==> src/rtl/memory_access.sv <==
// memory_access: RISC-V MEM stage - data memory req/ack handshake, lane steering, branch resolve.
// Optional misaligned-access trap enabled by MEM_MISALIGN_CHECK_EN.
module memory_access #(
  parameter int XLEN = 32
) (
  input  logic            clk,
  input  logic            reset,
  input  logic [XLEN-1:0] branch_addr,
  input  logic [XLEN-1:0] alu_result,
  input  logic            alu_zero,
  input  logic [XLEN-1:0] rd2,
  input  logic [4:0]      write_reg_in,
  input  logic [2:0]      funct3,
  input  logic            mem_read_ctrl_in,
  input  logic            mem_write_ctrl_in,
  input  logic            mem_to_reg_ctrl_in,
  input  logic            reg_write_ctrl_in,
  input  logic            branch_ctrl_in,
  input  logic            uncond_branch_ctrl_in,
  output logic            dmem_req,
  output logic            dmem_we,
  output logic [XLEN-1:0] dmem_addr,
  output logic [XLEN-1:0] dmem_wdata,
  output logic [3:0]      dmem_be,
  input  logic [XLEN-1:0] dmem_rdata,
  input  logic            dmem_ack,
  output logic            stall_out,
  output logic            pc_src,
  output logic [XLEN-1:0] branch_target,
  output logic            flush_pipe,
  output logic [XLEN-1:0] read_data_out,
  output logic [XLEN-1:0] alu_result_out,
  output logic [4:0]      write_reg_out,
  output logic            mem_to_reg_ctrl_out,
  output logic            reg_write_ctrl_out,
  output logic            misalign_err
);
  typedef enum logic {IDLE, WAIT} state_t;
  state_t state_q, state_d;
  logic mem_op, mis, bubble, cond, taken;
  logic [7:0] byte_sel;
  logic [15:0] half_sel;
  logic [XLEN-1:0] ext;
  logic [XLEN-1:0] read_data_q, read_data_d, alu_result_q, alu_result_d;
  logic [4:0] write_reg_q, write_reg_d;
  logic mem_to_reg_q, mem_to_reg_d, reg_write_q, reg_write_d, misalign_q, misalign_d;
  assign mem_op = mem_read_ctrl_in | mem_write_ctrl_in;
`ifdef MEM_MISALIGN_CHECK_EN
  assign mis = mem_op & ((funct3[1:0] == 2'b01 & alu_result[0]) |
                         (funct3 == 3'b010 & |alu_result[1:0]));
`else
  assign mis = 1'b0;
`endif
  // reset gates the request so an abandoned access drops at once
  assign dmem_req  = reset & (state_q == WAIT | (mem_op & ~mis));
  assign stall_out = dmem_req & ~dmem_ack;
  assign dmem_we   = mem_write_ctrl_in;
  assign dmem_addr = {alu_result[XLEN-1:2], 2'b00};
  assign cond  = (funct3[2] | ~funct3[1]) & (alu_zero ^ funct3[0] ^ funct3[2]);
  assign taken = uncond_branch_ctrl_in | (branch_ctrl_in & cond);
  assign pc_src        = taken & ~stall_out;
  assign flush_pipe    = pc_src;
  assign branch_target = branch_addr;
  assign byte_sel = 8'(dmem_rdata >> {alu_result[1:0], 3'b000});
  assign half_sel = alu_result[1] ? dmem_rdata[31:16] : dmem_rdata[15:0];
  always_comb begin
    state_d      = stall_out ? WAIT : IDLE;
    ext          = funct3 == 3'b000 ? {{(XLEN-8){byte_sel[7]}}, byte_sel} :
                   funct3 == 3'b001 ? {{(XLEN-16){half_sel[15]}}, half_sel} :
                   funct3 == 3'b010 ? dmem_rdata :
                   funct3 == 3'b100 ? {{(XLEN-8){1'b0}}, byte_sel} :
                   funct3 == 3'b101 ? {{(XLEN-16){1'b0}}, half_sel} : '0;
    dmem_wdata   = funct3 == 3'b000 ? {4{rd2[7:0]}} :
                   funct3 == 3'b001 ? {2{rd2[15:0]}} : rd2;
    dmem_be      = 4'b0000;
    if (mem_write_ctrl_in & dmem_req)
      dmem_be = funct3 == 3'b000 ? 4'b0001 << alu_result[1:0] :
                funct3 == 3'b001 ? 4'b0011 << {alu_result[1], 1'b0} :
                funct3 == 3'b010 ? 4'b1111 : 4'b0000;
    bubble       = stall_out | mis;
    read_data_d  = (mem_read_ctrl_in & dmem_req & dmem_ack) ? ext : read_data_q;
    alu_result_d = stall_out ? alu_result_q : alu_result;
    write_reg_d  = bubble ? 5'd0 : write_reg_in;
    mem_to_reg_d = mem_to_reg_ctrl_in & ~bubble;
    reg_write_d  = reg_write_ctrl_in & ~bubble;
    misalign_d   = mis;
  end
  always_ff @(posedge clk or negedge reset) begin
    if (!reset) begin
      state_q      <= IDLE;
      read_data_q  <= '0;
      alu_result_q <= '0;
      write_reg_q  <= '0;
      mem_to_reg_q <= 1'b0;
      reg_write_q  <= 1'b0;
      misalign_q   <= 1'b0;
    end else begin
      state_q      <= state_d;
      read_data_q  <= read_data_d;
      alu_result_q <= alu_result_d;
      write_reg_q  <= write_reg_d;
      mem_to_reg_q <= mem_to_reg_d;
      reg_write_q  <= reg_write_d;
      misalign_q   <= misalign_d;
    end
  end
  assign read_data_out       = read_data_q;
  assign alu_result_out      = alu_result_q;
  assign write_reg_out       = write_reg_q;
  assign mem_to_reg_ctrl_out = mem_to_reg_q;
  assign reg_write_ctrl_out  = reg_write_q;
  assign misalign_err        = misalign_q;
endmodule

==> config.mk <==
export PLATFORM = sky130hd
export DESIGN_NAME = memory_access
export DESIGN_NICKNAME = d
export VERILOG_FILES = /design/src/rtl/memory_access.sv
export SDC_FILE = /design/constraint.sdc
export NUM_CORES = 1
export LEC_CHECK = 0
export ABC_CLOCK_PERIOD_IN_PS = 2500
export BUFFER_PORTS_ARGS = -buffer_cell sky130_fd_sc_hd__buf_2
export CELL_PAD_IN_SITES_DETAIL_PLACEMENT = 0
export CELL_PAD_IN_SITES_GLOBAL_PLACEMENT = 1
export CORE_MARGIN = 2
export CORE_UTILIZATION = 29
export DETAILED_ROUTE_END_ITERATION = 6
export GPL_ROUTABILITY_DRIVEN = 0
export PLACE_DENSITY = 0.91
export RECOVER_POWER = 25
export SYNTH_ARGS = -nofsm -noshare
export SYNTH_HDL_FRONTEND = slang
export SYNTH_SLANG_ARGS = --single-unit
==> constraint.sdc <==
create_clock -name clk -period 2.5 [get_ports clk]
set_input_delay 0.5 -clock clk [delete_from_list [all_inputs] [get_ports clk]]
set_output_delay 0.5 -clock clk [all_outputs]
set_load 0.03 [all_outputs]
### After elaboration in Yosys (flattened, before gate mapping)

Cells that the tools add are included.

* input bits: 146
* latch bits: 0
* memories: 0
* bits in writable memories: 0
* register bits after elaboration: 72
* output and inout bits: 177
* bits in read-only memories: 0

* reduce and logical (&&, ||, !) cells: 1
* div/mod/pow operators: 0
* magnitude comparators: 0
* shifts and indexed selects: 3
* equality and inequality tests: 4
* multiply operators: 0
* $add $sub $neg: 0
* mux-type cells: 14
* bitwise logic cells: 19

Operators with widths (number)
* 32-bit two-way mux: 5
* 16-bit two-way mux: 3
* 32-bit by 5-bit >> shifter with 8-bit output: 1
* 4-bit two-way mux: 4
* 1-bit bitwise AND: 10
* 3-bit equality test (second input constant): 2
* 5-bit two-way mux: 1
* 1-bit bitwise OR: 4
* 1-bit by 2-bit left shift with 4-bit output (first input constant): 1
* 2-bit by 2-bit left shift with 4-bit output (first input constant): 1
* 3-bit by 1-bit equality test with 1-bit output (second input constant): 1
* 3-bit by 2-bit equality test with 1-bit output (second input constant): 1
* 3-bit logical NOT: 1
* 1-bit NOT: 3
* 1-bit bitwise XOR: 2
* 1-bit two-way mux: 1

### Depth between registers and ports, before layout

* depth in word-level cells: 6
* depth in mapped cells: 6
* gate-level depth less buffers: 4

### Least setup slack after synthesis

Ideal clock, no wire load.

* kind: input -> output
* start: input port mem_write_ctrl_in
* end: output port pc_src
* stages: 6
* data arrival time: 2.324 ns
* path slack: -0.324 ns
* cell sequence: o31a_1 > nor2b_1 > clkbuf_1 > clkbuf_1 > nor2_1 > buf_4

* word-level cells in the longest chain between the ends: 6

RTL lines
* start, declared: RTL line 15 `input logic mem_write_ctrl_in,`
* 1-bit bitwise OR: RTL line 47 `assign mem_op = mem_read_ctrl_in | mem_write_ctrl_in;`
* 1-bit bitwise OR: RTL line 55 `assign dmem_req = reset & (state_q == WAIT | (mem_op & ~mis));`
* 1-bit bitwise AND: RTL line 55
* 1-bit bitwise AND: RTL line 56 `assign stall_out = dmem_req & ~dmem_ack;`
* net stall_out: RTL line 27 `output logic stall_out,`
* 1-bit NOT: RTL line 61 `assign pc_src = taken & ~stall_out;`
* 1-bit bitwise AND: RTL line 61
* end, declared: RTL line 28 `output logic pc_src,`

The timed path passes the listed nets, and every way through them passes these cells.

### Worst setup path in the final report

* start: input port reset
* end: output port stall_out

* word-level cells in the longest chain between the ends: 2

RTL lines
* start, declared: RTL line 7 `input logic reset,`
* 1-bit bitwise AND: RTL line 55
* 1-bit bitwise AND: RTL line 56
* end, declared: RTL line 27

No other way between the ends.

==> out/results.ini <==
[timing]
timing.setup.tns_ns = 0
fin_skew_ns = 0.00265
fin_crit_sh = 0.949
tightest_slew_ns = 0.745
finalWorstSetupSlack_ns = 0.128
setup_viol = 0
max_slew_margin = 0.504
fin_crit_ns = 2.37
maxSlewViolCount = 0
rsz0062_at_grt = false
fmax_mhz = 422
finalHoldViolations = 0

[grt]
met2_usage = 0.259
gr-usage-met3 = 0.0684
grt_pass1_vias = 3891
grt_first_pass_wirelength_um = 21900
grt_busiest_layer = met2
antenna_found_initial = 5
grtUsageMet1 = 0.224
grt_start_max_net_pins = 41
grt.overflow.total = 0
grt_use_total = 0.169

[detailed_routing]
drc = 0
drt-total-wl_um = 15200
viasPerCell = 4.75
drtPass1Iterations = 5
ant_nets = 0
wl_per_cell_um = 17.4
vias = 4149
first_iter_violations = 214

[clock_network]
cts_tree = done
post_cts_resized = 0
clock_latency_ns = 0.33
cts_buffers = 9
clock_path_buffers = 2
cts_max_level = 3
cts_root_buf = clkbuf_16
clock-sinks = 72
clk_pin_slew_ns = 0.06

[power_and_ir_drop]
switchingPower_uw = 1430
p_sw_frac = 0.361
power_density_mw_per_mm2 = 667
internal_power_uw = 2530
p_seq_frac = 0.351
ir_drop_mv = 0.401
p_total_uw = 3960
power_leakage_uw = 0.00285
p_comb_frac = 0.332
pwr-share-clk = 0.317

[synthesis]
ys_top_cells_by_area = dfrtp_1, buf_4, mux2_2, mux2i_1, nand2_1
syn_area_sq_mm = 0.00464
yosysMostFrequentCell = buf_4
synth.avg_cell_area_sq_um = 9.84
async_flop_share = 1.00
ys.flop_type = dfrtp_1
yosysSeqAreaShare = 0.388
ys_ff_latch = 72
synth_top_area_frac = 0.388
synth-edff-count = 0
netlist_instances = 472
synthDistinctLibCells = 39
yosysTopAreaCell = dfrtp_1
yosysWarnings = 0
yosys-top-cells-count = buf_4, dfrtp_1, mux2_2, nand2_1, mux2i_1

[die]
die_y_um = 131
fp-row-count = 46
core_area_sq_mm = 0.0158
die_area_sq_mm = 0.0170
ios = 323
start_util = 0.294
die_w_um = 131

[worst_setup_path]
cp.required_ns = 2.00
setup.worst_path.start_class = input port
worstSetupEndpointType = output port
arrival_ns = 1.87
worstSetupPathType = in2out
path_max_fanout = 8

[outcome]
status = finished, final reports clean

[place]
portBuffers = 255
pre_cts_slack_ns = 0.272
dp_hpwl_um = 11800

[worst_hold_path]
min_path_type = in2reg

[layout]
fin_nets = 796
drive_gt1_frac = 0.506
area_growth_pct = 27.8

[flow_run]
max-cap-violations = 0

layout by cell type, fill, tap and decap left out, types with 3 or more instances in the layout:
cell type,count
a21oi_1,30
a31oi_1,15
buf_12,3
buf_2,239
buf_4,16
clkbuf_1,18
clkbuf_16,9
conb_1,3
dfrtp_1,72
diode_2,3
mux2_2,50
mux2i_1,37
nand2_1,47
nand2b_1,4
nor2_1,22
nor2b_1,8
o21a_1,7
o21ai_0,10
o22a_1,16
o22ai_1,21
area by class of cell:
type	instances	area, sq um
clock buffer	12	236
multi-input combinational	290	2120
sequential	72	1800
antenna	3	7.51
inverter	2	7.51
timing repair buffer	275	1450
clock inverter	3	43.8
fill	1674	9830
tap	216	270
kinds of logic after synthesis:
group | after synthesis | share of synthesized area
AOI/OAI and AO/OA | 105 | 0.149
xor gates and xnor gates | 1 | 0.00189
buffers and inverters | 112 | 0.161
DFF | 72 | 0.388
muxes | 89 | 0.209
other | 1 | 0.000808
and+or+nand+nor | 92 | 0.0900
layer usage:
metal | wire [um] | share of wire
met1 | 6440 | 0.42
met2 | 7050 | 0.46
met3 | 1490 | 0.098
met4 | 167 | 0.011
met5 | 32 | 0.0021
worst paths after layout:
check	cells after the start	slack, ns	end	from
max	5	0.13	stall_out	reset
min	2	0.39	write_reg_out[1]	write_reg_in[1]
max reg2reg	5	0.95	alu_result_out[7]	state_q
min reg2reg	2	0.48	alu_result_out[1]	alu_result_out[1]
max in group asynchronous	3	1.02	alu_result_out[4]	reset
min in group asynchronous	2	0.56	state_q	reset
timing repair:
action | 4_1_cts | 5_1_grt
setup buffers | 0 | 2
hold buffers | 1 | 0
setup endpoints to repair | 0 | 3
endpoints found under the hold margin | 3 | 0
power groups by stage:
stage / clock [uW] / sequential [uW] / combinational (uW)
after floorplan: 0 / 1710 / 681
after global placement: 0 / 1410 / 1310
after detailed placement: 0 / 1410 / 1320
after CTS: 1280 / 1390 / 1330
after global routing: 1340 / 1410 / 1400
final: 1250 / 1390 / 1310
registers in the layout, summed over array words and instances (netlist names):
signal / count
alu_result_out: 32
read_data_out: 32
mem_to_reg_ctrl_out: 1
write_reg_out: 5
reg_write_ctrl_out: 1
state_q: 1
critical path, cell delays in order:
cell and delay (ns):
dlygate4sd3_1 0.55, buf_4 0.19, o31a_1 0.17, nor2b_4 0.24
buf_2 0.23
through the flow:
| step | cells | hold WS (ns) | cell area [sq um] | util |
|---|---|---|---|---|
| finish | 873 | 0.389 | 5940 | 0.376 |
| global route | 871 | 0.378 | 5930 | 0.376 |
| floorplan | 474 | 0.204 | 4660 | - |
| global placement | 852 | 0.341 | 5640 | 0.358 |
| detailed placement | 852 | 0.340 | 5640 | 0.358 |
| CTS | 868 | 0.376 | 5930 | 0.376 |
Power figures use the tool's default switching activity.
